===== src/rtl/spart_pkg.sv =====
`default_nettype none
// ============================================================================
//  Module      : spart_pkg
//  Description : Shared constants and TX state encoding for the SPART
//                controller, receiver and transmitter.
//  Revision    : 1.0 - initial release
// ============================================================================
package spart_pkg;

    // Baud divisor width and the divisor used after reset:
    // 50 MHz / (16 x 9600) = 325.
    localparam int unsigned         c_DIV_W       = 16;
    localparam logic [c_DIV_W-1:0]  c_DEFAULT_DIV = 16'd325;

    // TX handshake states, encoded explicitly in two bits.
    typedef enum logic [1:0] {
        ST_IDLE    = 2'd0,
        ST_START   = 2'd1,
        ST_WAIT_HI = 2'd2,
        ST_WAIT_LO = 2'd3
    } tx_state_t;

endpackage : spart_pkg
`default_nettype wire


===== src/rtl/spart_baud_gen.sv =====
`default_nettype none
// ============================================================================
//  Module      : spart_baud_gen
//  Description : Programmable 16x-oversampling tick generator. A new divisor
//                is parked in a pending register and only takes effect while
//                the TX side reports idle, restarting the count from zero.
//  Revision    : 1.0 - initial release
// ============================================================================
module spart_baud_gen
    import spart_pkg::*;
#(
    parameter int unsigned      DIV_W       = c_DIV_W,
    parameter logic [DIV_W-1:0] DEFAULT_DIV = DIV_W'(c_DEFAULT_DIV)
) (
    input  logic             clk,
    input  logic             rst,
    input  logic             i_cfg_wr,
    input  logic [DIV_W-1:0] i_cfg_div,
    input  logic             i_idle,
    output logic             o_cfg_pend,
    output logic             o_enable
);

    logic [DIV_W-1:0] r_div;
    logic [DIV_W-1:0] r_pend_div;
    logic [DIV_W-1:0] r_bcnt;
    logic             r_cfg_pend;
    logic             r_enable;
    logic             w_apply;
    logic [DIV_W-1:0] w_last;

    // A divisor of zero is treated as one, so the terminal count is zero.
    assign w_last  = (r_div == '0) ? '0 : (r_div - DIV_W'(1));
    assign w_apply = r_cfg_pend & i_idle;

    // Divisor/pending registers, counter and registered tick.
    always_ff @(posedge clk) begin
        if (rst) begin
            r_div      <= DEFAULT_DIV;
            r_pend_div <= DEFAULT_DIV;
            r_cfg_pend <= 1'b0;
            r_bcnt     <= '0;
            r_enable   <= 1'b0;
        end else begin
            r_enable <= (r_bcnt == w_last);

            if (w_apply) begin
                r_div  <= r_pend_div;
                r_bcnt <= '0;
            end else if (r_bcnt >= w_last) begin
                r_bcnt <= '0;
            end else begin
                r_bcnt <= r_bcnt + DIV_W'(1);
            end

            // A write in the apply cycle keeps the flag set for the new value.
            if (i_cfg_wr) begin
                r_pend_div <= i_cfg_div;
                r_cfg_pend <= 1'b1;
            end else if (w_apply) begin
                r_cfg_pend <= 1'b0;
            end
        end
    end

    assign o_cfg_pend = r_cfg_pend;
    assign o_enable   = r_enable;

endmodule : spart_baud_gen
`default_nettype wire


===== src/rtl/spart_ctrl.sv =====
`default_nettype none
// ============================================================================
//  Module      : spart_ctrl
//  Description : SPART glue: baud tick generation, round-robin arbitration of
//                two byte producers onto one transmitter, and a one-deep
//                receive holding register with sticky overrun.
//  Revision    : 1.0 - initial release
// ============================================================================
module spart_ctrl
    import spart_pkg::*;
#(
    parameter int unsigned      DIV_W       = c_DIV_W,
    parameter logic [DIV_W-1:0] DEFAULT_DIV = DIV_W'(c_DEFAULT_DIV)
) (
    input  logic             clk,
    input  logic             rst,
    input  logic             cfg_wr,
    input  logic [DIV_W-1:0] cfg_div,
    output logic             enable,
    input  logic             req0_valid,
    input  logic [7:0]       req0_data,
    output logic             req0_ready,
    input  logic             req1_valid,
    input  logic [7:0]       req1_data,
    output logic             req1_ready,
    output logic             tx_start,
    output logic [7:0]       tx_data,
    input  logic             tx_busy,
    input  logic             rda,
    input  logic [7:0]       rx_data,
    output logic             rx_valid,
    output logic [7:0]       rx_byte,
    input  logic             rx_ack,
    output logic             overrun,
    input  logic             ovr_clr,
    output logic             last_grant
);

    tx_state_t r_state;
    tx_state_t w_state_nxt;
    logic      w_grant;
    logic      w_grant_idx;
    logic      w_cfg_pend;
    logic      w_idle;

    assign w_idle = (r_state == ST_IDLE);

    spart_baud_gen #(
        .DIV_W       (DIV_W),
        .DEFAULT_DIV (DEFAULT_DIV)
    ) u_baud_gen (
        .clk        (clk),
        .rst        (rst),
        .i_cfg_wr   (cfg_wr),
        .i_cfg_div  (cfg_div),
        .i_idle     (w_idle),
        .o_cfg_pend (w_cfg_pend),
        .o_enable   (enable)
    );

    // Next-state and grant decision; a pending divisor blocks granting for
    // the cycle in which it is applied.
    always_comb begin
        w_state_nxt = r_state;
        w_grant     = 1'b0;
        w_grant_idx = last_grant;
        case (r_state)
            ST_IDLE: begin
                if (!w_cfg_pend && (req0_valid || req1_valid)) begin
                    w_grant     = 1'b1;
                    w_grant_idx = (req0_valid && req1_valid) ? ~last_grant : req1_valid;
                    w_state_nxt = ST_START;
                end
            end
            ST_START:   w_state_nxt = ST_WAIT_HI;
            ST_WAIT_HI: if (tx_busy)  w_state_nxt = ST_WAIT_LO;
            ST_WAIT_LO: if (!tx_busy) w_state_nxt = ST_IDLE;
            default:    w_state_nxt = ST_IDLE;
        endcase
    end

    // TX state register.
    always_ff @(posedge clk) begin
        if (rst) r_state <= ST_IDLE;
        else     r_state <= w_state_nxt;
    end

    // Registered handshake outputs; tx_data holds until the next grant.
    always_ff @(posedge clk) begin
        if (rst) begin
            req0_ready <= 1'b0;
            req1_ready <= 1'b0;
            tx_start   <= 1'b0;
            tx_data    <= 8'hFF;
            last_grant <= 1'b1;
        end else begin
            req0_ready <= w_grant & ~w_grant_idx;
            req1_ready <= w_grant &  w_grant_idx;
            tx_start   <= (r_state == ST_START);
            if (w_grant) begin
                tx_data    <= w_grant_idx ? req1_data : req0_data;
                last_grant <= w_grant_idx;
            end
        end
    end

    // One-deep receive buffer; a simultaneous ack frees the slot for the
    // new byte, and setting overrun beats clearing it.
    always_ff @(posedge clk) begin
        if (rst) begin
            rx_valid <= 1'b0;
            rx_byte  <= 8'hFF;
            overrun  <= 1'b0;
        end else begin
            if (rda) begin
                if (!rx_valid || rx_ack) begin
                    rx_byte  <= rx_data;
                    rx_valid <= 1'b1;
                end
            end else if (rx_ack) begin
                rx_valid <= 1'b0;
            end

            if (rda && rx_valid && !rx_ack) overrun <= 1'b1;
            else if (ovr_clr)               overrun <= 1'b0;
        end
    end

endmodule : spart_ctrl
`default_nettype wire

===== config.mk =====
export PLATFORM = sky130hd
export DESIGN_NAME = spart_ctrl
export DESIGN_NICKNAME = d
export VERILOG_FILES = /design/src/rtl/spart_pkg.sv /design/src/rtl/spart_baud_gen.sv /design/src/rtl/spart_ctrl.sv
export SDC_FILE = /design/constraint.sdc
export NUM_CORES = 1
export LEC_CHECK = 0
export CORE_ASPECT_RATIO = 1.2
export CORE_MARGIN = 2
export CORE_UTILIZATION = 36
export CTS_BUF_LIST = sky130_fd_sc_hd__clkbuf_2
export DETAILED_ROUTE_END_ITERATION = 10
export PLACE_DENSITY = 0.57
export SLEW_MARGIN = 40
export SYNTH_ARGS = -nofsm -noshare
export SYNTH_HDL_FRONTEND = slang
export SYNTH_SLANG_ARGS = --single-unit

===== constraint.sdc =====
create_clock -name clk -period 3.7 [get_ports clk]
set_input_delay 0.37 -clock clk [delete_from_list [all_inputs] [get_ports clk]]
set_output_delay 0.37 -clock clk [all_outputs]
set_load 0.005 [all_outputs]

==> results.yml, run 1 <==
timing:
  clock_skew_ns: 0.0368
  finalHoldViolCount: 0
  holdWs_ns: 0.347
  timing.fmax_ghz: 0.310
  fin_crit_sh: 0.872
  maxSlewHeadroom: 0.530
  setup_viol: 0
  fin_ws_ns: 0.475
  drv_slew: 0
  grt_setup_unrepaired: "false"
  worst_slew_pin_slew_ns: 0.705
  period_needed_ns: 3.23
  fin_setup_tns_ns: 0
route:
  drcViolationCount: 0
  drt_iter0_markers: 76
  first_pass_iters: 4
  wl_mm: 7.57
  wl_per_cell_um: 12.5
  viasPerCell: 4.79
  ant_nets: 0
  num_vias: 2905
die:
  core_um2: 9560
  num_io_pins: 72
  start_util: 0.373
  die_area_um2: 10700
  dieWidth_um: 94.9
  die_h_um: 113
  num_rows: 39
grt:
  grt_overflow: 0
  first_global_vias: 2861
  grt_start_max_net_pins: 59
  antenna_found_initial: 0
  grt_pass1_wl_mm: 13.0
  track_usage: 0.154
min_path:
  hold_path_end: "u_baud_gen.o_cfg_pend"
  hp-start: "cfg_wr"
  hold_class: "primary input to register"
  hold_depth: 3
cts:
  root_buffer: "clkbuf_2"
  clockBufferDepth: 2
  htreeDepth: 3
  cts_tree: "yes"
  cts_sinks: 74
  clk_pin_slew_worst_paths_ns: 0.23
  post-cts-setup-buffers: 0
  clock_latency_ns: 0.55
  cts-buffers-inserted: 9
logic_synthesis:
  yosys.area.top_type: "dfxtp_1"
  syn_area_um2: 3570
  synth_top_area_frac: 0.415
  synthTopCellsByArea: "dfxtp_1 42%, ha_1 8.1%, nand2_1 7.7%, mux2i_1 6.2%, nor2_1 5.7%"
  yosys_most_used_dff: "dfxtp_1"
  synth_nets: 486
  synth_commonest_cells: "74 x dfxtp_1, 73 x nand2_1, 54 x nor2_1"
  synth_edf_count: 0
  async_reset_ff_frac: 0
  yosys_warnings: 0
  synth.most_common_cell: "dfxtp_1"
  synthCells: 414
  ys_seq_area_frac: 0.415
  synth-seq-cells: 74
  syn_avg_cell_area_um2: 8.61
  synth_cell_type_count: 42
power_and_ir_drop:
  p_per_area_nw_per_um2: 448
  peakVddDrop_mv: 0.348
  power.total_mw: 2.01
  leakagePower_nw: 1.81
layout:
  multi_input_comb_area_um2: 1970
  num_antenna_cells: 0
  regArea_um2: 1480
  drive_gt1_frac: 0.0517
  fin_nets: 551
  fill_cells: 993
  synthToLayoutAreaGrowth_pct: 25.6
critical_path:
  crit_type: "register to register"
  critPathBufInv: 2
  worstSetupEndpointType: "register"
  ff2ff_setup_slack_ns: 0.47
  cp_slowest_stage_delay_ns: 0.44
  cp_num_cells: 14
  critPathSlowestCell: "or4b_1"
  cp.arrival_ns: 3.71
  reg2regPathDepth: 14
  r2r-start: "u_baud_gen.r_div[0]"
  critPathMaxFanout: 16
  crit_family: "simple AND/OR/NAND/NOR gates"
  rr_endpoint: "u_baud_gen.r_bcnt[1]"
  path_cells: "inv_1 -> ha_1 -> nor3b_2 -> nand2_1 -> or2_2 -> nor3b_1 -> mux2i_1 -> ha_1 -> nand4_1 -> nor2_1 -> a2bb2oi_1 -> or4b_1 -> buf_4 -> nor2_1"
  critPathRequiredTime_ns: 4.18
  cp-start-kind: "register"
placed_design:
  place_hpwl_mm: 5.61
  gp_congestion: 0.739
  pre_cts_ws_ns: 0.350
  port_buffers: 71
outcome:
  status: "completed"
job:
  max_cap_violations: 0
through the flow:
stage / cells / utilization / instance area (µm²)
6_report: 607 / 0.468 / 4480
5_1_grt: 607 / 0.468 / 4480
4_1_cts: 607 / 0.468 / 4470
3_5_place_dp: 591 / 0.455 / 4350
3_3_place_gp: 591 / 0.456 / 4360
2_1_floorplan: 414 / - / 3570
worst max path at each step:
stage	start	end	slack, ns
after floorplan	u_baud_gen.r_div[0]	u_baud_gen.r_bcnt[10]	0.48
after global placement	u_baud_gen.r_div[0]	u_baud_gen.r_bcnt[6]	0.43
after detailed placement	u_baud_gen.r_div[0]	u_baud_gen.r_bcnt[3]	0.35
after CTS	u_baud_gen.r_div[0]	u_baud_gen.r_bcnt[3]	0.30
after global routing	u_baud_gen.r_div[1]	u_baud_gen.r_bcnt[12]	0.16
final	u_baud_gen.r_div[0]	u_baud_gen.r_bcnt[1]	0.47
timing repair:
action / in CTS / in global routing
gates resized for setup: 0 / 1
setup endpoints to repair: 0 / 15
hold buffers: 0 / 0
layout by cell type, fill, tap and decap left out, types with 5 or more instances in the layout:
master / netlist / final
nand3b_1: 12 / 12
clkbuf_2: 0 / 9
a211o_1: 11 / 11
xnor2_1: 12 / 12
and2_1: 5 / 5
clkdlybuf4s50_1: 0 / 69
nor3_1: 6 / 6
nor2_1: 54 / 54
xor2_1: 10 / 10
nand3_1: 8 / 8
nor2b_1: 12 / 12
nand4_1: 6 / 6
inv_1: 7 / 7
nand2_1: 73 / 73
ha_1: 23 / 23
dfxtp_1: 74 / 74
a21oi_1: 23 / 23
mux2i_1: 22 / 22
per-layer routing:
| layer | vias to the layer above | GRT usage | routed length (µm) | part of all wire |
|---|---|---|---|---|
| met2 | 53 | 0.249 | 3590 | 0.47 |
| met4 | 0 | 0.0696 | 150 | 0.020 |
| met5 | - | 0 | 0 | 0 |
| met1 | 1313 | 0.189 | 3430 | 0.45 |
| met3 | 12 | 0.0433 | 393 | 0.052 |
| li1 | 1527 | - | - | - |
where the power goes:
| part | switching, mW | total (mW) | internal (mW) |
|---|---|---|---|
| sequential | 0.0678 | 0.960 | 0.893 |
| clock | 0.312 | 0.474 | 0.162 |
| combinational | 0.280 | 0.574 | 0.294 |
state kept, by name, indices dropped and copies added (netlist names):
| register | flops |
|---|---|
| u_baud_gen.r_bcnt | 16 |
| u_baud_gen.r_div | 16 |
| u_baud_gen.r_pend_div | 16 |
| rx_byte | 8 |
| tx_data | 8 |
| r_state | 2 |
| last_grant | 1 |
| overrun | 1 |
| req0_ready | 1 |
| req1_ready | 1 |
| rx_valid | 1 |
| tx_start | 1 |
| u_baud_gen.o_cfg_pend | 1 |
| u_baud_gen.o_enable | 1 |
area by class of cell:
class | instances | area share
inverter | 7 | 0.00587
multi-input combinational | 313 | 0.440
sequential | 74 | 0.331
tap | 123 | 0.0344
timing repair buffer | 74 | 0.161
clock buffer | 9 | 0.0101
clock inverter | 7 | 0.0173
worst register-to-register path, stage by stage (launching register included):
cell and delay [ns]:
dfxtp_1 0.38, inv_1 0.07, ha_1 0.17, nor3b_2 0.25
nand2_1 0.14, or2_2 0.33, nor3b_1 0.27, mux2i_1 0.24
ha_1 0.27, nand4_1 0.13, nor2_1 0.06, a2bb2oi_1 0.13
or4b_1 0.44, buf_4 0.21, nor2_1 0.11
cells by family (layout without fill, tap and decap cells):
group                    count (synthesis)  after routing  share of synthesized area
AND/OR/NAND/NOR                        195            195                      0.256
multiplexers                            22             22                     0.0618
adder cells (fa/ha/maj)                 23             23                     0.0807
flip-flops                              74             74                      0.415
XOR/XNOR                                22             22                     0.0540
AO/OA/AOI/OAI                           51             51                     0.0990
buffers and inverters                   27             97                     0.0330
Power figures use the tool's default switching activity.
==> run 2, diff against run 1 <==
Settings changed: CAP_MARGIN set to 20, GPL_TIMING_DRIVEN set to 0.
==> results.yml, run 2 (synthesis results as in run 1) <==
timing:
  drv_slew: 0
  timing.fmax_ghz: 0.294
  grt_setup_unrepaired: "false"
  finalHoldViolCount: 0
  fin_setup_tns_ns: 0
  fin_ws_ns: 0.304
  maxSlewHeadroom: 0.579
  fin_crit_sh: 0.918
  period_needed_ns: 3.40
  holdWs_ns: 0.411
  setup_viol: 0
  worst_slew_pin_slew_ns: 0.632
  clock_skew_ns: 0.0354
cts:
  root_buffer: "clkbuf_2"
  cts_tree: "yes"
  clk_pin_slew_worst_paths_ns: 0.21
  htreeDepth: 3
  cts-buffers-inserted: 9
  cts_sinks: 74
  clock_latency_ns: 0.52
  clockBufferDepth: 2
  post-cts-setup-buffers: 0
layout:
  top_regs: "u_baud_gen.r_bcnt x16, u_baud_gen.r_div x16, u_baud_gen.r_pend_div x16"
  num_antenna_cells: 0
  fill_cells: 966
  synthToLayoutAreaGrowth_pct: 27.9
  drive_gt1_frac: 0.0382
  layout_commonest_cell: "dfxtp_1"
  final_cell_mix: "74 x dfxtp_1, 73 x nand2_1, 71 x clkdlybuf4s50_1, 54 x nor2_1"
  fin_nets: 567
grt:
  grt_overflow: 0
  track_usage: 0.162
  first_global_vias: 2977
  grt_start_max_net_pins: 12
  grt_pass1_wl_mm: 13.6
  antenna_found_initial: 0
route:
  met3_length_um: 476
  routed.top_layer: "met4"
  drcViolationCount: 0
  viasPerCell: 4.75
  wl_mm: 7.92
  wl_met2_mm: 3.81
  wl_met1_mm: 3.49
  num_vias: 2950
  drt_iter0_markers: 87
  first_pass_iters: 4
  wl_per_cell_um: 12.8
  ant_nets: 0
outcome:
  status: "completed"
die:
  num_rows: 39
  die_area_um2: 10700
  start_util: 0.373
  core_um2: 9560
  dieWidth_um: 94.9
  num_io_pins: 72
  die_h_um: 113
min_path:
  hold_class: "primary input to register"
power_and_ir_drop:
  p_switching_mw: 0.638
  peakVddDrop_mv: 0.243
  power.share.clock: 0.239
  combPwrFrac: 0.293
  p_per_area_nw_per_um2: 450
  leakagePower_nw: 1.83
  intPower_mw: 1.41
  p_seq_frac: 0.468
  swShare: 0.311
critical_path:
  critPathRequiredTime_ns: 4.18
  cp-start-kind: "register"
  crit_type: "register to register"
  critPathMaxFanout: 10
  cp.arrival_ns: 3.88
  worstSetupEndpointType: "register"
placed_design:
  port_buffers: 71
  gp_congestion: 0.748
  place_hpwl_mm: 6.13
  pre_cts_ws_ns: -0.0164
job:
  max_cap_violations: 0
==> run 2: critical path: stages, from the launching register on <==
cell	delay [ns]
dfxtp_1	0.40
nor4_1	0.54
and3b_1	0.30
nand3_1	0.11
xnor2_1	0.15
nand2_1	0.07
ha_1	0.34
a2111oi_4	0.35
o21ai_1	0.15
or4b_1	0.51
buf_2	0.18
buf_6	0.15
nor2_1	0.11
==> run 2: through the flow <==
stage	util	instances	cell area, µm²	power [mW]
2_1_floorplan	-	414	3570	1.34
3_3_place_gp	0.463	608	4430	1.57
3_5_place_dp	0.463	608	4430	1.58
4_1_cts	0.476	622	4550	2.08
5_1_grt	0.477	621	4560	2.22
6_report	0.477	621	4560	2.05
==> run 2: final cells by class <==
cell class                 instances  area (µm²)  area share
clock inverter                     5        71.3      0.0156
inverter                           7        26.3     0.00576
buffer                            19        87.6      0.0192
sequential                        74        1480       0.325
tap                              123         154      0.0338
clock buffer                       9        45.0     0.00988
timing repair buffer              71         711       0.156
multi-input combinational        313        1980       0.435
==> run 2: worst paths after layout <==
path | start | end | slack [ns] | cells past startpoint
hold reg to reg | u_baud_gen.r_pend_div[8] | u_baud_gen.r_div[8] | 0.45 | 2
setup reg to reg | u_baud_gen.r_div[1] | u_baud_gen.r_bcnt[8] | 0.30 | 12
setup / recovery | u_baud_gen.r_div[1] | u_baud_gen.r_bcnt[8] | 0.30 | 12
hold / removal | rx_data[7] | rx_byte[7] | 0.41 | 3
==> run 2: timing repair <==
item	CTS	global route
hold buffers	0	0
gates resized for setup	1	2
setup endpoints to repair	10	10
==> run 2: metal layers <==
layer	vias up	GRT usage
li1	1567	-
met1	1322	0.189
met2	51	0.270
met3	10	0.0546
met4	0	0.0667
met5	-	0
==> run 2: power by group through the flow <==
stage          Combinational (mW)  Sequential [mW]  Clock [mW]
4_1_cts                     0.612            0.961       0.504
6_report                    0.601            0.961       0.490
3_5_place_dp                0.608            0.977           0
2_1_floorplan               0.368            0.968           0
5_1_grt                     0.691            0.976       0.554
3_3_place_gp                0.598            0.973           0
